===== src/rtl/tx_frame_ser_pkg.sv =====
// Shared constants for the TX frame serializer: field widths, sync header and frame-length derivation.
// The sync header is only part of the frame when TX_FRAME_SYNC_HDR_EN is defined.
package tx_frame_ser_pkg;

  localparam int DFLT_DATA_LENGTH = 64;
  localparam int DFLT_CRC_LENGTH  = 8;
  localparam int DFLT_IFG_CYCLES  = 2;

  localparam int         SYNC_LENGTH = 8;
  localparam logic [7:0] SYNC_WORD   = 8'hA5;

`ifdef TX_FRAME_SYNC_HDR_EN
  localparam int SYNC_HDR_LEN = SYNC_LENGTH;
`else
  localparam int SYNC_HDR_LEN = 0;
`endif

  typedef logic [7:0] drop_cnt_t;

  // Total serialized bits per frame: optional header, payload, CRC.
  function automatic int frame_len(input int data_len, input int crc_len);
    return SYNC_HDR_LEN + data_len + crc_len;
  endfunction

endpackage


===== src/rtl/tx_ser_shreg.sv =====
// Parallel-load, MSB-first shift register; zeros enter at the LSB so the
// serial output returns to 0 once the loaded word has been fully shifted out.
module tx_ser_shreg #(
  parameter int WIDTH = 8
) (
  input  logic             clk,
  input  logic             rst,
  input  logic             load,
  input  logic             shift,
  input  logic [WIDTH-1:0] din,
  output logic             msb
);

  logic [WIDTH-1:0] sh_reg;
  logic [WIDTH-1:0] sh_next;

  genvar gi;
  generate
    for (gi = 0; gi < WIDTH; gi++) begin : g_bit
      if (gi == 0) begin : g_lsb
        assign sh_next[gi] = load ? din[gi] : (shift ? 1'b0 : sh_reg[gi]);
      end else begin : g_upper
        assign sh_next[gi] = load ? din[gi] : (shift ? sh_reg[gi-1] : sh_reg[gi]);
      end
    end
  endgenerate

  always_ff @(posedge clk or posedge rst) begin
    if (rst) begin
      sh_reg <= '0;
    end else begin
      sh_reg <= sh_next;
    end
  end

  assign msb = sh_reg[WIDTH-1];

endmodule


===== src/rtl/tx_frame_ser.sv =====
// TX frame serializer: accepts one {sync?, payload, CRC} frame, shifts it out MSB-first,
// then idles IFG_CYCLES cycles. Sync header compiled in by TX_FRAME_SYNC_HDR_EN.
module tx_frame_ser
  import tx_frame_ser_pkg::*;
#(
  parameter int DATA_LENGTH = DFLT_DATA_LENGTH,
  parameter int CRC_LENGTH  = DFLT_CRC_LENGTH,
  parameter int IFG_CYCLES  = DFLT_IFG_CYCLES
) (
  input  logic                   clk,
  input  logic                   rst,
  input  logic [DATA_LENGTH-1:0] frm_data_i,
  input  logic [CRC_LENGTH-1:0]  frm_crc_i,
  input  logic                   frm_vld_i,
  output logic                   frm_rdy_o,
  output logic                   ser_dat_o,
  output logic                   ser_vld_o,
  output logic                   ser_sof_o,
  output logic                   ser_eof_o,
  output logic                   frm_drop_o,
  output logic [7:0]             drop_cnt_o
);

  localparam int FRAME_LEN = frame_len(DATA_LENGTH, CRC_LENGTH);
  localparam int CNT_W     = $clog2(FRAME_LEN);
  localparam int GAP_W     = (IFG_CYCLES > 1) ? $clog2(IFG_CYCLES) : 1;
  localparam int GAP_LAST  = (IFG_CYCLES > 0) ? IFG_CYCLES - 1 : 0;

  localparam logic [1:0] IDLE  = 2'd0;
  localparam logic [1:0] SHIFT = 2'd1;
  localparam logic [1:0] GAP   = 2'd2;

  localparam logic [CNT_W-1:0] LAST_IDX = CNT_W'(FRAME_LEN - 1);
  localparam logic [CNT_W-1:0] PRE_LAST = CNT_W'(FRAME_LEN - 2);

  logic [1:0]       state_reg, state_next;
  logic [CNT_W-1:0] bit_cnt_reg;
  logic [GAP_W-1:0] gap_cnt_reg;
  logic             vld_reg, sof_reg, eof_reg, drop_reg;
  drop_cnt_t        drop_cnt_reg;

  logic [FRAME_LEN-1:0] frame_vec;
  logic accept, shift_en, last_bit, gap_done, drop_evt, eof_next;

`ifdef TX_FRAME_SYNC_HDR_EN
  assign frame_vec = {SYNC_WORD, frm_data_i, frm_crc_i};
`else
  assign frame_vec = {frm_data_i, frm_crc_i};
`endif

  assign last_bit = (bit_cnt_reg == LAST_IDX);
  assign gap_done = (gap_cnt_reg == GAP_W'(GAP_LAST));

  always_ff @(posedge clk or posedge rst) begin
    if (rst) begin
      state_reg <= IDLE;
    end else begin
      state_reg <= state_next;
    end
  end

  always_comb begin
    state_next = state_reg;
    case (state_reg)
      IDLE:    if (frm_vld_i) state_next = SHIFT;
      SHIFT:   if (last_bit) state_next = (IFG_CYCLES > 0) ? GAP : IDLE;
      GAP:     if (gap_done) state_next = IDLE;
      default: state_next = IDLE;
    endcase
  end

  always_comb begin
    frm_rdy_o = (state_reg == IDLE);
    accept    = frm_rdy_o && frm_vld_i;
    drop_evt  = !frm_rdy_o && frm_vld_i;
    shift_en  = (state_reg == SHIFT);
    eof_next  = shift_en && (bit_cnt_reg == PRE_LAST);
  end

  always_ff @(posedge clk or posedge rst) begin
    if (rst) begin
      bit_cnt_reg <= '0;
      gap_cnt_reg <= '0;
    end else begin
      if (accept) begin
        bit_cnt_reg <= '0;
      end else if (shift_en && !last_bit) begin
        bit_cnt_reg <= bit_cnt_reg + 1'b1;
      end
      if (shift_en) begin
        gap_cnt_reg <= '0;
      end else if ((state_reg == GAP) && !gap_done) begin
        gap_cnt_reg <= gap_cnt_reg + 1'b1;
      end
    end
  end

  // Frame flags are registered alongside the shift register so they line up with ser_dat_o.
  always_ff @(posedge clk or posedge rst) begin
    if (rst) begin
      vld_reg      <= 1'b0;
      sof_reg      <= 1'b0;
      eof_reg      <= 1'b0;
      drop_reg     <= 1'b0;
      drop_cnt_reg <= '0;
    end else begin
      if (accept) begin
        vld_reg <= 1'b1;
      end else if (shift_en && last_bit) begin
        vld_reg <= 1'b0;
      end
      sof_reg  <= accept;
      eof_reg  <= eof_next;
      drop_reg <= drop_evt;
      if (drop_evt && (drop_cnt_reg != 8'hFF)) begin
        drop_cnt_reg <= drop_cnt_reg + 1'b1;
      end
    end
  end

  tx_ser_shreg #(
    .WIDTH (FRAME_LEN)
  ) u_shreg (
    .clk   (clk),
    .rst   (rst),
    .load  (accept),
    .shift (shift_en),
    .din   (frame_vec),
    .msb   (ser_dat_o)
  );

  assign ser_vld_o  = vld_reg;
  assign ser_sof_o  = sof_reg;
  assign ser_eof_o  = eof_reg;
  assign frm_drop_o = drop_reg;
  assign drop_cnt_o = drop_cnt_reg;

endmodule

===== config.mk =====
export PLATFORM = sky130hd
export DESIGN_NAME = tx_frame_ser
export DESIGN_NICKNAME = d
export VERILOG_FILES = /design/src/rtl/tx_frame_ser_pkg.sv /design/src/rtl/tx_ser_shreg.sv /design/src/rtl/tx_frame_ser.sv
export SDC_FILE = /design/constraint.sdc
export NUM_CORES = 1
export LEC_CHECK = 0
export ABC_CLOCK_PERIOD_IN_PS = 3600
export BUFFER_PORTS_ARGS = -buffer_cell sky130_fd_sc_hd__buf_2
export CORE_ASPECT_RATIO = 0.6
export CORE_UTILIZATION = 47
export DETAILED_ROUTE_END_ITERATION = 16
export GPL_TIMING_DRIVEN = 0
export HOLD_SLACK_MARGIN = 0.03
export PLACE_DENSITY_LB_ADDON = 0.3
export SYNTH_ARGS = -nofsm -noshare
export SYNTH_HDL_FRONTEND = slang
export SYNTH_SLANG_ARGS = --single-unit

===== constraint.sdc =====
create_clock -name clk -period 3.6 [get_ports clk]
set_input_delay 0.72 -clock clk [delete_from_list [all_inputs] [get_ports clk]]
set_output_delay 0.72 -clock clk [all_outputs]
set_load 0.1 [all_outputs]

==> impl_summary.log <==
[metrics] Syn Nets: 481
[metrics] hold buffer count at CTS: 0
[metrics] minimum setup slack after placement: 1.71 ns
[metrics] Slew Limit Fails: 0
[metrics] Synth Area in Compound Gates: 0.163
[metrics] deepest clock path buffer count: 2
[metrics] max reg flops: 72
[metrics] routed vias/inst: 5.36
[metrics] share of post-route cells with drive strength above 1: 0.264
[metrics] power density of the placed cells: 949 nW/um^2
[metrics] y dimension of the die: ~74 um
[metrics] antenna cell count: 0
[metrics] hold crit path type: primary input to async pin
[metrics] Gates resized, CTS repair: 0
[metrics] beginning of the critical path: state_reg[1]$_DFFE_PP0P_
[metrics] R2R setup slack: 2.06 ns
[metrics] final layout net count: 581
[metrics] CTS tree: yes
[metrics] overall track demand over capacity in global routing: 0.216
[metrics] cells along the critical path: nor2_2 -> buf_2
[metrics] clock-pin slew of the registers on the worst-case setup and hold paths: ~0.06 ns
[metrics] count of final setup violators: 0
[metrics] DRC violation count after routing: 0
[metrics] post-synthesis xor/xnor area fraction: 0.00867
[metrics] routability congestion estimate: 0.820
[metrics] Synth Cell Area: 4040 sq um
[metrics] top cell types by occurrence after synthesis: nand2_1 (153), dfrtp_1 (94), a22oi_1 (71), buf_2 (16), buf_4 (7)
[metrics] delay of the slowest critical-path stage: 0.45 ns
[metrics] number of search-and-repair iterations in the first detailed-routing pass: 5
[metrics] clock tree root driver cell: clkbuf_16
[metrics] Least-Margin Pin Slew: 0.490 ns
[metrics] area share of and/or/nand/nor cells after synthesis: 0.190
[metrics] timing-limited maximum frequency: ~470 MHz
[metrics] max cap viols: 0
[metrics] Wirelength per Cell: 14.7 um
[metrics] type of the setup path with the least slack: flop to output pin
[metrics] CP bufs+invs: 1
[metrics] data required time of the critical path: between 2 and 3 ns
[metrics] adder-cell area share of the yosys netlist: 0.00929
[metrics] largest voltage drop on the vdd net: approximately 0.00065 V
[metrics] area growth from synthesis to layout: 21.8%
[metrics] Hold Fails Final Rpt: 0
[metrics] leakage power summed over all cells: 2.49 nW
[metrics] biggest area consumer among synthesized cells: dfrtp_1
[metrics] endpoint kind of the worst setup timing path: output pin
[metrics] Syn Area/Cell: between 10 and 15 sq um
[metrics] mux share of post-synthesis cell area: 0.00836
[metrics] number of distinct library cells after synthesis: 38
[metrics] number of synthesized flops with an enable pin: 0
[metrics] Max transition margin: 0.676
[metrics] worst hold slack after final layout: 0.377 ns
[metrics] highest fanout seen on the critical path: 5
[metrics] dpl hpwl: 6.25 mm
[metrics] initial antenna violation count: 0
[metrics] gate count of the mapped netlist: 403
[metrics] portion of the post-synthesis area used by sequential elements: 0.582
[metrics] critical path depth in cells: 2
[metrics] largest net degree at the start of global routing: 66
[metrics] fraction of synthesized cell area taken by the top area cell type: 0.582
[metrics] Top Family by Delay on Critical Path: buffers and inverters
[metrics] initial core utilization: 0.499
[metrics] number of cells on the worst reg-to-reg path: 6
[metrics] combinational family with the most area after synthesis: simple AND/OR/NAND/NOR gates
[metrics] number of sinks on the clock net: 94
[metrics] setup skew after layout: about 0.0053 ns
[metrics] most used flip-flop cell after synthesis: dfrtp_1
[metrics] Post-synth ARST share: 1.00
[metrics] via count: 3295
[metrics] Core Box Area: 8100 sq um
[metrics] number of buffers added for setup after CTS: 0
[metrics] overall overflow remaining after global route: 0
[metrics] Worst-Skew Late Latency: 0.34 ns
[metrics] setup repair after global routing missed its margin: no
[metrics] signal arrival time at the worst endpoint: 1.40 ns
[metrics] outcome: finished clean
[metrics] level count of the clock H-tree: 3
[metrics] full die area: 8980 sq um
[metrics] terminus of the critical flop-to-flop path: u_shreg.sh_reg[29]$_DFFE_PP0P_
[metrics] Die Wd: around 120 um
[metrics] number of register bits inferred by synthesis: 94
[metrics] count of input and output buffers: 88
[metrics] Row Count: 25
[metrics] Detail Route Antenna Nets: 0
[metrics] most frequently used cell type in the post-synthesis netlist: nand2_1
[metrics] Final period util: 0.589
[metrics] leading post-synthesis cells by cell area: dfrtp_1 (58%), nand2_1 (14%), a22oi_1 (13%)
[metrics] cell with the biggest individual delay on the critical path: buf_2
[metrics] CTS Buf Count: 9
[metrics] Setup WS post-layout: 1.48 ns
[metrics] DR iter-0 viols: 196
[metrics] type of origin of the critical path: flop
[metrics] via count of the first global-routing pass: 3065
[metrics] top-level I/O count: 89
[metrics] global-route wire length before repair: 14.6 mm
[metrics] launch instance of the worst register-to-register path: state_reg[0]$_DFFE_PP0P_
[metrics] clock period minus worst slack: approximately 2.1 ns
[metrics] Routed Wire Length: 9.06 mm
[metrics] Yosys warning count: 0
how the worst max path moves through the flow:
| stage | to | slack [ns] |
|---|---|---|
| 3_3_place_gp | u_shreg.sh_reg[15]$_DFFE_PP0P_ | -0.68 |
| 2_1_floorplan | bit_cnt_reg[0]$_DFFE_PP0P_ | 0.43 |
| 5_1_grt | frm_rdy_o | 1.41 |
| 4_1_cts | frm_rdy_o | 1.47 |
| 3_5_place_dp | drop_cnt_o[7]$_DFFE_PP0P_ | 1.71 |
| 6_report | frm_rdy_o | 1.48 |
cells by family after synthesis:
| logic type | count (synthesis) |
|---|---|
| DFF | 94 |
| muxes | 3 |
| xor gates and xnor gates | 4 |
| adders and majority gates | 3 |
| and+or+nand+nor | 181 |
| AOI/OAI and AO/OA | 91 |
| buffers and inverters | 27 |
metrics by stage:
stage	cell area, sq um	setup TNS [ns]	util	power (mW)	std cells
2_1_floorplan	4040	0	-	3.34	403
3_3_place_gp	4610	-63.44	0.570	3.71	599
3_5_place_dp	4640	0	0.573	3.81	600
4_1_cts	4920	0	0.607	4.71	615
5_1_grt	4920	0	0.607	5.00	615
6_report	4920	0	0.607	4.67	615
power by group:
part | internal, mW | total [mW] | switching, mW
Clock | 0.498 | 0.873 | 0.375
Combinational | 0.677 | 1.94 | 1.26
Sequential | 1.54 | 1.85 | 0.313
cell type report:
cell class / instances / area, sq um
Buffer: 24 / 144
Clock buffer: 11 / 253
Clock inverter: 4 / 22.5
Fill cell: 709 / 3180
Inverter: 3 / 13.8
Multi-Input combinational cell: 282 / 1530
Sequential cell: 94 / 2350
Tap cell: 108 / 135
Timing Repair Buffer: 89 / 468
cell usage in the layout, fill, tap and decap left out, drive strengths merged:
master,n
a41oi,1
and3,1
o21ai,6
a21oi,3
mux2,3
and4,2
clkinv,3
nor3b,1
and4b,1
xnor2,4
o31ai,1
o21a,1
nor3,1
inv,3
nand4,4
ha,3
buf,113
a211oi,2
a31oi,2
or2,1
a22oi,71
dfrtp,94
clkbuf,11
nor2,6
o22ai,1
clkinvlp,1
nand3,4
o211ai,1
nor2b,3
nor4b,1
nand2,154
a31o,1
o21bai,1
nand2b,2
layer usage:
layer  wire length (um)  vias to the layer above  track usage
met1               4370                     1584        0.309
met2               4010                      103        0.316
met3                608                        7       0.0598
met4                 73                        0       0.0727
li1                   -                     1601            -
met5                  0                        -            0
Note: power is estimated with default switching activity, not from simulation.
